File: src/rtl/reci_fp32_ctrl.sv
// fp32 reciprocal controller: decodes x, handles specials, sequences the
// external mantissa reciprocal engine over LAT cycles and returns 1/x.
// Ports: clk, rst (async, active-high); s_valid/s_ready/s_data operand in;
//   m_valid/m_ready/m_data/m_flags {invalid,div_by_zero,underflow} result out;
//   o_X mantissa to engine, i_result engine reciprocal fraction.
module reci_fp32_ctrl #(
  parameter int FLT_WIDTH = 23,
  parameter int LAT       = 2
) (
  input  logic                 clk,
  input  logic                 rst,
  input  logic                 s_valid,
  output logic                 s_ready,
  input  logic [31:0]          s_data,
  output logic                 m_valid,
  input  logic                 m_ready,
  output logic [31:0]          m_data,
  output logic [2:0]           m_flags,
  output logic [FLT_WIDTH-1:0] o_X,
  input  logic [FLT_WIDTH-1:0] i_result
);

  typedef enum logic [1:0] {
    IDLE,
    WAIT,
    DONE
  } state_t;

  localparam logic [3:0] LAST = 4'(LAT - 1);

  state_t                 state_q, state_d;
  logic [3:0]             cnt_q, cnt_d;
  logic                   sign_q, sign_d;
  logic [7:0]             exp_q, exp_d;
  logic [FLT_WIDTH-1:0]   frac_q, frac_d;
  logic [31:0]            data_q, data_d;
  logic [2:0]             flags_q, flags_d;

  logic                   in_s;
  logic [7:0]             in_e;
  logic [FLT_WIDTH-1:0]   in_f;
  logic                   f_zero;
  logic                   zero_in, inf_in, nan_in;
  logic                   uflow_in, pow2_in;
  logic [7:0]             e_pow2, e_norm;

  assign in_s = s_data[31];
  assign in_e = s_data[30:FLT_WIDTH];
  assign in_f = s_data[FLT_WIDTH-1:0];

  assign f_zero   = (in_f == '0);
  assign zero_in  = (in_e == 8'd0);
  assign inf_in   = (in_e == 8'd255) && f_zero;
  assign nan_in   = (in_e == 8'd255) && !f_zero;
  // Result exponent would be <= 0: flush to signed zero.
  assign uflow_in = ((in_e == 8'd254) || (in_e == 8'd253)) && !f_zero;
  // Exact powers of two need no engine: answer is known at accept.
  assign pow2_in  = (in_e != 8'd0) && (in_e != 8'd255) && f_zero;

  // Low 8 bits of the unsigned 9-bit difference.
  assign e_pow2 = 8'd254 - in_e;
  assign e_norm = 8'd253 - exp_q;

  always_comb begin
    state_d = state_q;
    cnt_d   = cnt_q;
    sign_d  = sign_q;
    exp_d   = exp_q;
    frac_d  = frac_q;
    data_d  = data_q;
    flags_d = flags_q;
    s_ready = 1'b0;
    m_valid = 1'b0;
    unique case (state_q)
      IDLE: begin
        s_ready = 1'b1;
        if (s_valid) begin
          sign_d  = in_s;
          exp_d   = in_e;
          frac_d  = in_f;
          cnt_d   = 4'd0;
          state_d = DONE;
          flags_d = 3'b000;
          unique case (1'b1)
            zero_in: begin
              data_d  = {in_s, 8'hFF, {FLT_WIDTH{1'b0}}};
              flags_d = 3'b010;
            end
            inf_in: begin
              data_d = {in_s, 31'd0};
            end
            nan_in: begin
              data_d  = 32'h7FC0_0000;
              flags_d = 3'b100;
            end
            uflow_in: begin
              data_d  = {in_s, 31'd0};
              flags_d = 3'b001;
            end
            pow2_in: begin
              data_d = {in_s, e_pow2, {FLT_WIDTH{1'b0}}};
            end
            default: begin
              state_d = WAIT;
            end
          endcase
        end
      end
      WAIT: begin
        if (cnt_q == LAST) begin
          data_d  = {sign_q, e_norm, i_result};
          flags_d = 3'b000;
          state_d = DONE;
        end else begin
          cnt_d = cnt_q + 4'd1;
        end
      end
      DONE: begin
        m_valid = 1'b1;
        if (m_ready) begin
          state_d = IDLE;
        end
      end
      default: begin
        state_d = IDLE;
      end
    endcase
  end

  always_ff @(posedge clk or posedge rst) begin
    if (rst) begin
      state_q <= IDLE;
      cnt_q   <= 4'd0;
      sign_q  <= 1'b0;
      exp_q   <= 8'd0;
      frac_q  <= '0;
      data_q  <= 32'd0;
      flags_q <= 3'b000;
    end else begin
      state_q <= state_d;
      cnt_q   <= cnt_d;
      sign_q  <= sign_d;
      exp_q   <= exp_d;
      frac_q  <= frac_d;
      data_q  <= data_d;
      flags_q <= flags_d;
    end
  end

  assign o_X     = frac_q;
  assign m_data  = data_q;
  assign m_flags = flags_q;

endmodule
File: config.mk
export PLATFORM = sky130hd
export DESIGN_NAME = reci_fp32_ctrl
export DESIGN_NICKNAME = d
export VERILOG_FILES = /design/src/rtl/reci_fp32_ctrl.sv
export SDC_FILE = /design/constraint.sdc
export NUM_CORES = 1
export LEC_CHECK = 0
export ABC_AREA = 0
export BUFFER_PORTS_ARGS = -buffer_cell sky130_fd_sc_hd__buf_2
export CORE_UTILIZATION = 45
export DETAILED_ROUTE_END_ITERATION = 6
export PLACE_DENSITY = 0.69
export SYNTH_ARGS = -nofsm -noshare
export SYNTH_HDL_FRONTEND = slang
export SYNTH_SLANG_ARGS = --single-unit
File: constraint.sdc
create_clock -name clk -period 3.4 [get_ports clk]
set_clock_uncertainty 0.15 [all_clocks]
set_input_delay 1.02 -clock clk [delete_from_list [all_inputs] [get_ports clk]]
set_output_delay 1.02 -clock clk [all_outputs]
set_load 0.02 [all_outputs]
# Yosys cells after proc, flatten, opt, wreduce, memory -nomap -nowiden
# Cells that the tools add are included.
# W data, S select, Z words.
# classes
n_addsub	3
eq_ne	12
n_mux	18
n_reduce_logical	19
# op_table
operator	n
$pmux W32 S4	1
$mux W32	2
$pmux W32 S2	1
$eq A8 B8 Y1 const B	3
$logic_not A23 Y1	1
$sub A8 B8 Y8 const A	2
$pmux W3 S3	1
$reduce_and A3 Y1	3
$logic_not A8 Y1	1
$mux W2	4
$mux W4	2
$ne A2 B2 Y1 const B	4
$ne A8 B8 Y1 const B	1
$pmux W4 S2	1
$reduce_bool A8 Y1	1
$mux W3	2
$pmux W2 S3	1
$pmux W3 S2	1
$logic_and A1 B1 Y1	5
$ne A5 B5 Y1 const B	1
$reduce_or A5 Y1	1
$add A4 B1 Y4 const B	1
$eq A4 B1 Y1 const B	1
$reduce_and A4 Y1	1
other kinds (9)	10
# totals
regBits	73
output_inout_bits	60
wordCells	59

# Longest topological paths before layout
# Gate-level depths: netlist (run 1).
# depth
word_depth	7
mapped_depth	8
ltp_nobuf	7

# Least setup slack after synthesis (run 1)
# Ideal clock, no wire load.
# synth_timing
path_kind	input to register
from	in s_data[4]
to	reg data_q[22] (netlist: m_data[22])
setup_time_ns	0.125
arrival_ns	2.467
t_required_ns	3.125
setup_slack_ns	0.659
path_stages	5
n_path_buf	0
cell_sequence	or4_4 -> nor2_4 -> a21oi_4 -> a21oi_4 -> mux2_2
# synth_via
elab_chain_len	7
word_cells_on_any_way	12
# synth_lines
item	line	rtl
start, declared	14	input logic [31:0] s_data,
$logic_not A23 Y1 (*)	51	assign f_zero = (in_f == '0);
$logic_not A1 Y1	54, 56	
$logic_and A1 B1 Y1	56	assign uflow_in = ((in_e == 8'd254) || (in_e == 8'd253)) && !f_zero;
$reduce_or A2 Y1 (no source line)	--	
$pmux W32 S4	84	unique case (1'b1)
$mux W32	77	if (s_valid) begin
$pmux W32 S2	74	unique case (state_q)
end signal, assigned	145	data_q <= data_d;
end, declared	36	logic [31:0] data_q, data_d;
# Every way passes the cells marked *; elsewhere a longest branch is shown, timed or not. The select of a mux whose other input is x is not followed.
# A chain may end at the register's enable or synchronous reset.

# Worst setup path after layout (run 1)
# layout_timing
from	in s_data[16]
to	reg data_q[21] (netlist: m_data[21])
# layout_via
elab_chain_len	6
word_cells_on_any_way	9
# layout_lines
item	line
$logic_not A23 Y1 (*)	51
$logic_not A1 Y1	54, 56
$logic_and A1 B1 Y1	56
$reduce_or A2 Y1 (no source line)	--
$ne A5 B5 Y1 (no source line) (*)	--
$reduce_and A4 Y1 (no source line) (*)	--
# Every way passes the cells marked *; elsewhere a longest branch is shown, timed or not.

==> results.txt, run 1 <==
- Period utilization: 80.0%
* Area grow syn2layout: 24.3%
- Number of resized instances in the post-cts repair step: 0
- All-layer global routing usage: approximately a fifth
* Synthesized cell area: 3730 sq um
- The number of antenna diodes in the final layout is 0.
- Most numerous cell on the critical path: a21oi_4
- Fill cell instance count of the final layout: about 710
- The tool flagged a number of max-cap violations equal to 0.
- Buffers added to address setup during post-CTS repair amount to 0.
- Across the VDD grid, the largest voltage drop is about 0.44 mV.
- Clock H-tree levels: 3
- Data arrival time of the critical path: around 2800 ps
- The routed design could run at a clock period as short as 2720 ps.
- Number of buffers and inverters on the critical path: 2
- For the worst-skew pair, the clock arrives at the later sink with an insertion delay of around 340 ps.
- Post-detailed-route wirelength per cell: ~15 um
- The flow ran to the end, and the final reports show no timing, DRC or antenna violations.
* Post-synthesis register bit count: 73
- Counting every instance in the synthesized netlist gives 330.
- Measured slew at the worst slew-check pin: just over 500 ps
- Layout cells sized above 1: 43.3%
- In this run the critical register-to-register path is launched from cnt_q[1].
* IO Port Bufs: between 100 and 150
- The worst hold path passes through 2 cells.
- Total of endpoints with negative setup slack in the final report: 0
* Starting density of the core: between 40 and 50%
* Path depth of the worst reg2reg path: 9
- In this run the power density over the cells is about 890 nW/um^2.
- The path with the worst hold slack has its endpoint at m_flags[2].
* Number of enable-type register cells in the synthesized netlist: 0
- Number of hold violations in the final report: 0
- Detailed routing inserted a total of about 2900 vias.
- At the end of the flow the core is filled with cells to about three fifths.
- Worst R2R End: m_data[21]
- During I/O placement, the number of pins put on the boundary was ~120.
* Post-detail-place hpwl: approximately 6200 um
- Setup repair after global routing left no endpoint under its margin.
- Global-route wire length before repair: 14000 um
* Share of async-settable or async-resettable flops after synthesis: between 90% and 100%
- Die extent in y: between 90 and 100 um
- During synthesis, Yosys emitted a total of 0 warnings.
- Setup total negative slack on the finished layout was measured at 0 ps.
* Worst setup path startpoint: s_data[16]
- Most numerous cell types in the synthesized netlist: dfrtp_1 (73), nand2_1 (35), mux2_2 (34)
- After detailed routing, the number of vias per cell comes to 5.25.
* Biggest cell delay along the critical path: 420 ps
- Once detail routing completed, the nets flagged for antenna violations numbered 0.
* Final layout net count: 515
- CTS hold repair buffers: 0
* Non-filler cells in the finished layout: around 560
- In the routed design, unresolved DRC markers number 0.
- The congestion estimate from routability-driven global placement came to 0.903.
* Hold wc startpoint: m_flags[2]
* Critical-path maximum fanout: 22
* Largest net degree at the start of global routing: 74
- Number of antenna violations at the first check in global routing: 0
- Core region area: a little under 8000 sq um
- By area the synthesized netlist is led by dfrtp_1 (49%), mux2_2 (10%), mux2i_1 (6.4%), nand2_1 (3.5%), inv_1 (3.1%).
- Minimum setup slack after placement: between 300 and 400 ps
- Total chip power: roughly 4.1 mW
- TritonCTS clock tree: done
- Grouping stages by cell kind, the critical path spends the most delay in simple AND/OR/NAND/NOR gates.
* Number of global-route vias before repair: about 2900
* Total wirelength of the detailed-routed design: around 8500 um
- Nature of the critical path endpoint: flop
- Count of pins over their slew limit: 0
- Maximum operating frequency: roughly 0.37 GHz
* Number of nets in the synthesized netlist: between 300 and 400
- After clock tree synthesis, the clock-pin slew on the worst setup and hold paths is approximately 70 ps.
- Of the synthesized area, sequential elements account for slightly below 50%.
- Die width: between 90 and 100 um
* Setup slack on the worst flop-to-flop path: 1000 ps
- Global routing finished with a remaining overflow of 0.
- At the worst endpoint, the required time is ~3500 ps.
- The floorplan has 32 rows.
* Share of Yosys cell area claimed by the top area cell type: between 40% and 50%
- The setup path with the least slack is of type primary input to flop.
- For this design the static power due to leakage is 2.16 nW.
* CTS root buffer: clkbuf_8
- Class of the most critical hold timing path: flop to flop
- Library cell contributing the largest single delay on the critical path: and4_1
* Startpoint type of the worst setup path: primary input
- Clock tree synthesis inserted a total of 9 buffers.
- Once routing completed, OpenROAD measured the worst setup slack at between 600 and 700 ps.
- In this run the tightest slew margin relative to its limit is about two thirds.
* Die area: 8660 sq um
* Distinct cell type count of the synthesized netlist: 50
- Number of optimization iterations in the first detailed-route pass: 4
* Average size of a mapped cell: ~11 sq um
- The most used flip-flop cell after synthesis is dfrtp_1.
- In this run, the number of DRC markers left after iteration 0 of detailed routing was about 140.
- Post-synth top area cell: dfrtp_1
- The clock passes through at most 2 buffers.
* Number of cells in the design after placement: 540
- The tree built by TritonCTS fans out to between 70 and 80 sinks.
- By instance count, the leading cell after synthesis is dfrtp_1.
* Cell chain of the critical path: buf_2 -> nor4_1 -> and4_1 -> a21oi_4 -> a21oi_4 -> buf_12 -> mux2i_1
==> where the power goes <==
group          leakage, nW  internal (mW)  switching, mW
sequential           0.890           1.23          0.260
clock                0.102          0.410          0.322
combinational         1.17          0.833           1.09
total                 2.16           2.48           1.67
==> layout by cell type, fill, tap and decap left out, types with 2 or more instances in the layout <==
master,instances
bufinv_16,2
o21a_1,2
a21oi_4,2
a2bb2oi_2,7
buf_4,5
buf_12,2
buf_2,118
clkbuf_8,9
inv_1,30
a211oi_1,2
o31ai_1,3
a22o_1,2
dfrtp_1,73
o21ai_0,7
a221oi_1,6
mux2i_1,24
mux2_2,34
nand3_1,7
ha_1,7
nor4_1,4
nor3_1,6
a31oi_1,3
nor3b_2,2
nand4_1,3
nand2_1,35
nor2_1,11
o211ai_1,7
nand2b_1,2
xnor2_1,3
a2111oi_0,2
or4_4,2
nor2b_1,3
xor2_1,4
==> state kept, by name (all words and copies together) (netlist names) <==
name / flops
m_data: 32
exp_q: 8
m_flags: 3
o_X: 23
cnt_q: 4
sign_q: 1
state_q: 2
==> layer usage <==
layer / track usage (%) / vias up / wire length [um]
li1: - / 1406 / -
met1: 28.5 / 1402 / 3800
met2: 32.0 / 91 / 4070
met3: 4.15 / 15 / 444
met4: 9.10 / 0 / 148
met5: 0 / - / 0
==> worst reg2reg max path, stage by stage (launching register included) <==
cell     delay (ps)
dfrtp_1         450
inv_1            80
ha_1            130
nor3b_2         140
buf_4           160
mux2_2          150
nand2_1         270
a21oi_4         340
buf_12          240
mux2i_1         220
==> logic make-up (layout without fill, tap and decap cells) <==
logic type / Yosys count / in the layout / share of synthesized area (%)
xor+xnor: 7 / 7 / 1.64
fa+ha+maj: 7 / 7 / 2.35
simple gates: 87 / 87 / 12.6
buf+inv: 48 / 171 / 5.94
compound gates: 50 / 50 / 11.8
flops: 73 / 73 / 49.0
mux: 58 / 58 / 16.7
==> area by class of cell <==
| type | count | area (sq um) | share of cell area (%) |
|---|---|---|---|
| Clock buffer | 10 | 128 | 2.75 |
| Timing Repair Buffer | 125 | 668 | 14.4 |
| Sequential cell | 73 | 1830 | 39.4 |
| Tap cell | 102 | 128 | 2.75 |
| Clock inverter | 5 | 81.3 | 1.75 |
| Multi-Input combinational cell | 209 | 1690 | 36.4 |
| Inverter | 31 | 116 | 2.51 |
==> per-stage QoR <==
stage / hold slack (ps) / area, sq um
2_1_floorplan: 331 / 3730
3_3_place_gp: 316 / 4430
3_5_place_dp: 330 / 4430
4_1_cts: 347 / 4640
5_1_grt: 369 / 4640
6_report: 339 / 4640
==> how the worst max path moves through the flow <==
stage            endpoint  slack [ps]  cells past startpoint
4_1_cts        m_data[21]         660                      7
3_5_place_dp   m_data[18]         310                      7
6_report       m_data[21]         680                      7
2_1_floorplan    cnt_q[0]         380                      1
3_3_place_gp   m_data[14]         390                      7
5_1_grt        m_data[21]         520                      7
Power figures use the tool's default switching activity.
==> run 2, diff against run 1 <==
- ABC_AREA: 0 -> 1
- PLACE_DENSITY: 0.69 -> 0.7
- clock period: 3.4 -> 2.8 ns (I/O delays scaled with it)
==> results.txt, run 2 <==
- The count of inserted antenna diode cells came to 0 (unchanged).
- Antenna violation net count after detailed routing: 0 (unchanged)
* Min Clock Period, post-route: between 2000 and 2500 ps
* Total wirelength of the detailed-routed design: 8080 um (-4.6%)
* Number of resized instances in the post-cts repair step: 0 (unchanged)
- Dividing the final minimum period by the clock period gives between 70 and 80%.
- The static leakage came to 2.42 nW (+12%).
- The count of nets after finishing came to 637 (+24%).
* Clock latency at the later pin of the worst-skew pair: 340 ps (about the same)
- The per-cell routed wire length was 11.9 um (-22%).
* Count of pins over their slew limit: 0 (unchanged)
* Sink of the worst hold path: o_X[1]
- Critical path class: flop to output port
- Number of hold violations in the final report: 0 (unchanged)
- Cell types with the largest area share after synthesis: dfrtp_1 (51%), nand2_1 (20%), o21ai_0 (4.2%), nor2_1 (4.1%), inv_1 (3.4%)
* PD cells: 1090 nW/um^2 (+22%)
* TritonCTS clock tree: done
- In the synthesized netlist the dominant register cell turns out to be dfrtp_1.
- The count of unresolved DRC violations after routing is 0 (unchanged).
* Boundary Pins: 119 (unchanged)
- The share of synthesized flip-flops with an asynchronous set or reset is 100% (unchanged).
- The total CTS buffers is 9 (unchanged).
* Synthesized cell area: 3570 sq um (-4.4%)
- The number of flip-flops under the largest register name is 32 (unchanged).
- STA classifies the critical path startpoint as a flop.
- The average instance area after synthesis is 7.85 sq um (-31%).
- DRT iter0 DRCs: 147 (+2.8%)
* Core region area: 7690 sq um (-2.5%)
- Total chip power: 4.86 mW (+17%)
- Fraction of the yosys area taken by sequential cells: 51.2% (+2.3 points)
* Overflow left after global routing: 0 (unchanged)
- Leaving out fill and tap cells, the most frequent cell in the layout is nand2_1.
- Distinct cell type count of the synthesized netlist: 27 (-46%)
* Area of the multi-input gates: 1520 sq um (-10%)
- Maximum operating frequency: around 0.45 GHz
- The die outline area was 8280 sq um (-4.3%).
- Cell depth of the worst hold path: 2 (unchanged)
- Fill cell instance count of the final layout: 753 (+5.9%)
- The cell count after synthesis was 454 (+38%).
* Starting density of the core: 46.4% (-0.92 points)
- Number of global-route vias before repair: 2912 (+1.5%)
* Critical-path maximum fanout: 4 (-82%)
* Setup repair after global routing missed its margin: no
- The die height is 91.0 um (-2.2%).
- Layout cells sized above 1: 27.8% (-15 points)
- The number of optimization iterations in the first detailed-route pass is 4 (unchanged).
- Post-detail-place hpwl: 5880 um (-5.2%)
* Worst-case headroom to the max-slew limit: 61.1% (-4.3 points)
- The synthesized design spends more area on one cell type than any other, namely dfrtp_1.
- The worst ir drop on vdd is 0.443 mV (+0.17%).
- Max_cap viols: 0 (unchanged)
* Number of vias in the routed layout: 3245 (+11%)
- The die boundary width came to 91.0 um (-2.2%).
* IO Port Bufs: 118 (unchanged)
- Number of clock sinks: 73 (unchanged)
- Worst R2R End: m_data[24]
- Share of Yosys cell area claimed by the top area cell type: 51.2% (+2.3 points)
* Most frequent cells in the layout: nand2_1 (187), buf_2 (118), dfrtp_1 (73)
* Class of the most critical hold timing path: flop to flop
- The transition at the pin with the smallest max-transition slack came to 583 ps (+70.3 ps).
- Most frequently used cell type in the post-synthesis netlist: nand2_1
* Nature of the critical path endpoint: output port
* Total of endpoints with negative setup slack in the final report: 0 (unchanged)
* Total negative slack: 0 ps (unchanged)
- Number of antenna violations at the first check in global routing: 0 (unchanged)
- Crit Reg-Reg Startpoint: cnt_q[1]
- The setup fix buffers added after clock tree synthesis came to 0 (unchanged).
- Gpl congestion: 0.882 (-2.3%)
- Setup slack on the worst flop-to-flop path: 870 ps (-130 ps)
* Data arrival time of the critical path: 1230 ps (-1600 ps)
- In this run the most critical hold path is launched from o_X[1].
- CTS root buffer: clkbuf_8
- The net count after synthesis is 520 (+31%).
* Most numerous cell types in the synthesized netlist: nand2_1 (187), dfrtp_1 (73), nor2_1 (39)
* CTS Buffer Depth: 2 (unchanged)
* Vias/cell: 4.79 (-8.8%)
- Worst path required time: 1810 ps (-1700 ps)
* Result of the run: finished, final reports clean
- Clock transition at the registers of the reported paths: 80 ps (about the same)
- Number of rows created at floorplan: 32 (unchanged)
* Clock H-tree levels: 3 (unchanged)
* Global-route wire length before repair: 13300 um (-5.2%)
- Yosys synthesis warning count: 0 (unchanged)
- Number of enable-type register cells in the synthesized netlist: 0 (unchanged)
- Path depth of the worst reg2reg path: 11 (+2)
- Post-synthesis register bit count: 73 (unchanged)
* All-layer global routing usage: 20.0% (-0.77 points)
- Storage element area: 1830 sq um (unchanged)
- The pin count of the biggest net entering global routing was 74 (unchanged).
- Relative to the synthesized area, the layout overhead comes to 24.6%.
- The cts-stage hold buffer count came to 0 (unchanged).
[run 2: cell types whose count changed in the layout (fill, tap and decap cells not counted), sizes merged, moves of 4 or more]
cell | before | now
o211ai | 7 | 0
nor2b | 4 | 0
a21oi | 3 | 8
nor3 | 8 | 1
nor4 | 4 | 0
nand2 | 35 | 191
mux2i | 24 | 0
inv | 31 | 36
o21ai | 8 | 46
nor2 | 13 | 44
a221oi | 6 | 0
nand3 | 7 | 17
a2bb2oi | 7 | 0
mux2 | 34 | 0
[run 2: worst max path at each step]
stage,cells past startpoint,to,startpoint
after CTS,2,s_ready,state_q[1]
after global placement,14,m_data[24],s_data[23]
final,2,s_ready,state_q[1]
after floorplan,12,m_data[27],s_data[23]
after detailed placement,14,m_data[24],s_data[23]
after global routing,14,m_data[26],s_data[23]
[run 2: per-layer routing]
| layer | up-vias | GRT usage (%) | part of all wire [%] |
|---|---|---|---|
| li1 | 1663 | - | - |
| met1 | 1499 | 27.6 | 48 |
| met2 | 76 | 31.2 | 46 |
| met3 | 7 | 4.44 | 5.4 |
| met4 | 0 | 6.88 | 0.95 |
| met5 | - | 0 | 0 |
[run 2: per-stage QoR]
| stage | setup WS (ps) | util, % | hold WS, ps | std cells | instance area [sq um] |
|---|---|---|---|---|---|
| after global placement | 320 | 55.3 | 298 | 662 | 4250 |
| final | 584 | 57.8 | 321 | 678 | 4440 |
| after global routing | 468 | 57.8 | 348 | 678 | 4440 |
| after CTS | 572 | 57.8 | 323 | 678 | 4440 |
| after floorplan | 641 | - | 324 | 454 | 3570 |
| after detailed placement | 261 | 55.3 | 304 | 662 | 4250 |
[run 2: report_power, final]
group | internal (mW) | switching (mW)
logic | 0.738 | 1.55
registers | 1.53 | 0.263
clock network | 0.375 | 0.403
[run 2: cell type report]
cell class / count / share of cell area (%)
clock inverters: 5 / 0.845
repair buffers: 122 / 14.5
well taps: 102 / 2.87
multi-input cells: 330 / 34.2
clock buffers: 11 / 3.41
inverters: 35 / 3.04
flip-flops and latches: 73 / 41.1
[run 2: logic make-up after synthesis]
| logic type | count (synthesis) | synth area share (%) |
|---|---|---|
| XOR/XNOR | 7 | 1.72 |
| adder cells (fa/ha/maj) | 7 | 2.46 |
| flip-flops | 73 | 51.2 |
| AND/OR/NAND/NOR | 258 | 29.3 |
| AO/OA/AOI/OAI | 58 | 9.05 |
| buffers and inverters | 51 | 6.21 |
[run 2: critical path, stage by stage (launching register included)]
cell and delay (ps):
dfrtp_1 430, nor2_1 250, buf_2 220
==> run 3, diff against run 2 <==
- ABC_AREA: 1 -> 0
- PLACE_DENSITY: 0.7 -> 0.69
- clock period: 2.8 -> 2.1 ns (I/O delays scaled with it)
==> results.txt, run 3 (synthesis gave the netlist of run 1 again) <==
* Setup repair after global routing missed its margin: yes
* Number of optimization iterations in the first detailed-route pass: 5 (+1)
- The cell sitting at the root of the clock tree is a clkbuf_8.
* Cell chain of the critical path: buf_6 -> or4_4 -> nor2_4 -> a21oi_4 -> a21oi_4 -> buf_6 -> buf_12 -> mux2i_2
- The count of nets after finishing is 559 (-12%).
- The clock share of power was 16.6% (+0.6 points).
* Number of vias in the routed layout: 3086 (-4.9%)
* Worst path required time: 2210 ps (+400 ps)
- The static leakage is 2.44 nW (+0.99%).
- DRT iter0 DRCs: 86 (-41%)
* Number of hold violations in the final report: 0 (unchanged)
* Num CTS Buffers: 9 (unchanged)
* Worst-case headroom to the max-slew limit: 68.2% (+7.1 points)
- The critical path is of the primary input to flop type.
* Critical-path maximum fanout: 6 (+2)
* Nature of the critical path endpoint: flop
* Global-route wire length before repair: 14200 um (+6.8%)
* Result of the run: complete, but fails checks
- Total of endpoints with negative setup slack in the final report: 21 (+21)
- Among all stages on the critical path, the largest delay is contributed by or4_4.
* Most frequent standard cell in the layout excluding fill and tap cells: buf_2
- Total wirelength of the detailed-routed design: 8950 um (+11%)
- Startpoint type of the worst setup path: primary input
- Number of antenna violations at the first check in global routing: 0 (unchanged)
* Area grow syn2layout: 40.7%
- Total negative slack: -565 ps (-565 ps)
* Post-detailed-route DRC marker count: 0 (unchanged)
- The power share of the combinational group is 50.3% (+3.2 points).
* Count of inserted antenna diode cells: 0 (unchanged)
- All-layer global routing usage: 21.0% (+0.98 points)
- Antenna violation net count after detailed routing: 0 (unchanged)
- The die boundary width was 93.1 um (+2.2%).
* Min Clock Period, post-route: ~2200 ps
- Die area: 8660 sq um (+4.5%)
- The remaining global-route overflow came to 0 (unchanged).
- Non-filler cells in the finished layout: 599 (-12%)
- The min-delay analysis places its worst path in the category primary input to asynchronous set/reset pin.
* Internal power: 4.38 mW (+66%)
- Number of clock sinks: 73 (unchanged)
- Clock latency at the later pin of the worst-skew pair: 340 ps (about the same)
- Leaving out fill and tap cells, the most frequent cells in the layout are buf_2 (115), dfrtp_1 (72), buf_4 (41).
- Die extent in y: 93.1 um (+2.2%)
- The setup slack of the critical path after layout is -66.9 ps (-651 ps).
* Number of global-route vias before repair: 3080 (+5.8%)
- The routed via count divided by cell count is 5.15 (+7.6%).
- Count of pins over their slew limit: 0 (unchanged)
- Max_cap viols: 0 (unchanged)
* Largest net degree at the start of global routing: 62 (-16%)
* Final design utilization: 66.6% (+8.8 points)
- The number of placed I/O pins came to 119 (unchanged).
* Maximum operating frequency: roughly 0.46 GHz
- The area of the core region came to 7890 sq um (+2.6%).
- PD cells: 1380 nW/um^2 (+27%)
* Gpl congestion: 0.842 (-4.6%)
- Layout cells sized above 1: 52.5% (+25 points)
- Clock transition at the registers of the reported paths: 80 ps (about the same)
* Net load switching power: 2.88 mW (+30%)
- The count of port buffers added during placement is 118 (unchanged).
- Post-detail-place hpwl: 6270 um (+6.7%)
* Number of cells in the design after placement: 571 (-14%)
- Reg power frac: 33.1% (-3.8 points)
- The switching part of the total came to 39.6% (-6.0 points).
* Post-detailed-route wirelength per cell: 14.9 um (+25%)
- Minimum setup slack after placement: -446 ps (-707 ps)
- The number of flip-flops under the largest register name came to 32 (unchanged).
* Number of rows created at floorplan: 32 (unchanged)
- Data arrival time of the critical path: 2270 ps (+1040 ps)
* TritonCTS clock tree: done
- Starting density of the core: 47.3% (+0.92 points)
- In the finished design, the share of the clock period the worst path needs comes to 103%.
- The level count of the clock H-tree was 3 (unchanged).
- Total chip power: 7.26 mW (+50%)
* CTS Buffer Depth: 2 (unchanged)
- The transition at the pin with the smallest max-transition slack is 473 ps (-110 ps).
- Violations in the final reports: negative setup slack
- Biggest cell delay along the critical path: 570 ps (+140 ps)
- VDD IR max: 0.810 mV (+83%)
## run 3: worst paths after layout
path	startpoint	to	slack (ps)	cells past startpoint
min reg2reg	m_flags[2]	m_flags[2]	340	2
min	rst	m_data[17]	90	2
max in group asynchronous	rst	state_q[1]	1110	3
min in group clk	m_flags[2]	m_flags[2]	340	2
max reg2reg	cnt_q[1]	m_data[17]	40	9
max	s_data[9]	m_data[17]	-70	8
## run 3: critical path: cells and delay by family
| kind | cells | cell delay (ps) |
|---|---|---|
| and+or+nand+nor | 2 | 740 |
| buffers and inverters | 3 | 390 |
| AOI/OAI and AO/OA | 2 | 300 |
| muxes | 1 | 210 |
## run 3: layer usage
metal	GRT usage, %	vias to the layer above	wire [um]
met5	0	-	0
met4	9.10	0	150
met3	4.55	13	592
met2	33.7	129	4260
met1	27.4	1444	3940
li1	-	1500	-
## run 3: what timing repair did
item                                    in CTS  in global routing
hold buffers                                 0                  0
gates resized for setup                      9                 21
pin swaps                                    5                 10
endpoints found under the setup margin      32                 31
gates cloned                                 2                  1
buffers inserted                             6                  5
## run 3: final cells by class
class / count / area [sq um]
multi-input combinational: 209 / 1830
tap: 102 / 128
clock inverter: 6 / 92.6
clock buffer: 9 / 124
timing repair buffer: 169 / 1130
fill: 633 / 2640
inverter: 31 / 120
sequential: 73 / 1830
## run 3: power groups by stage
stage	Combinational (mW)	Clock, mW	Sequential, mW
after detailed placement	3.31	0	2.42
final	3.65	1.21	2.41
after global routing	3.93	1.30	2.48
after floorplan	1.76	0	2.90
after global placement	3.23	0	2.40
after CTS	3.48	1.24	2.40
## run 3: through the flow
stage / cell area [sq um] / hold WS [ps]
final: 5250 / 90.0
after floorplan: 3760 / 331
after detailed placement: 4730 / 322
after global routing: 5250 / 84.0
after CTS: 5080 / 85.4
after global placement: 4730 / 311
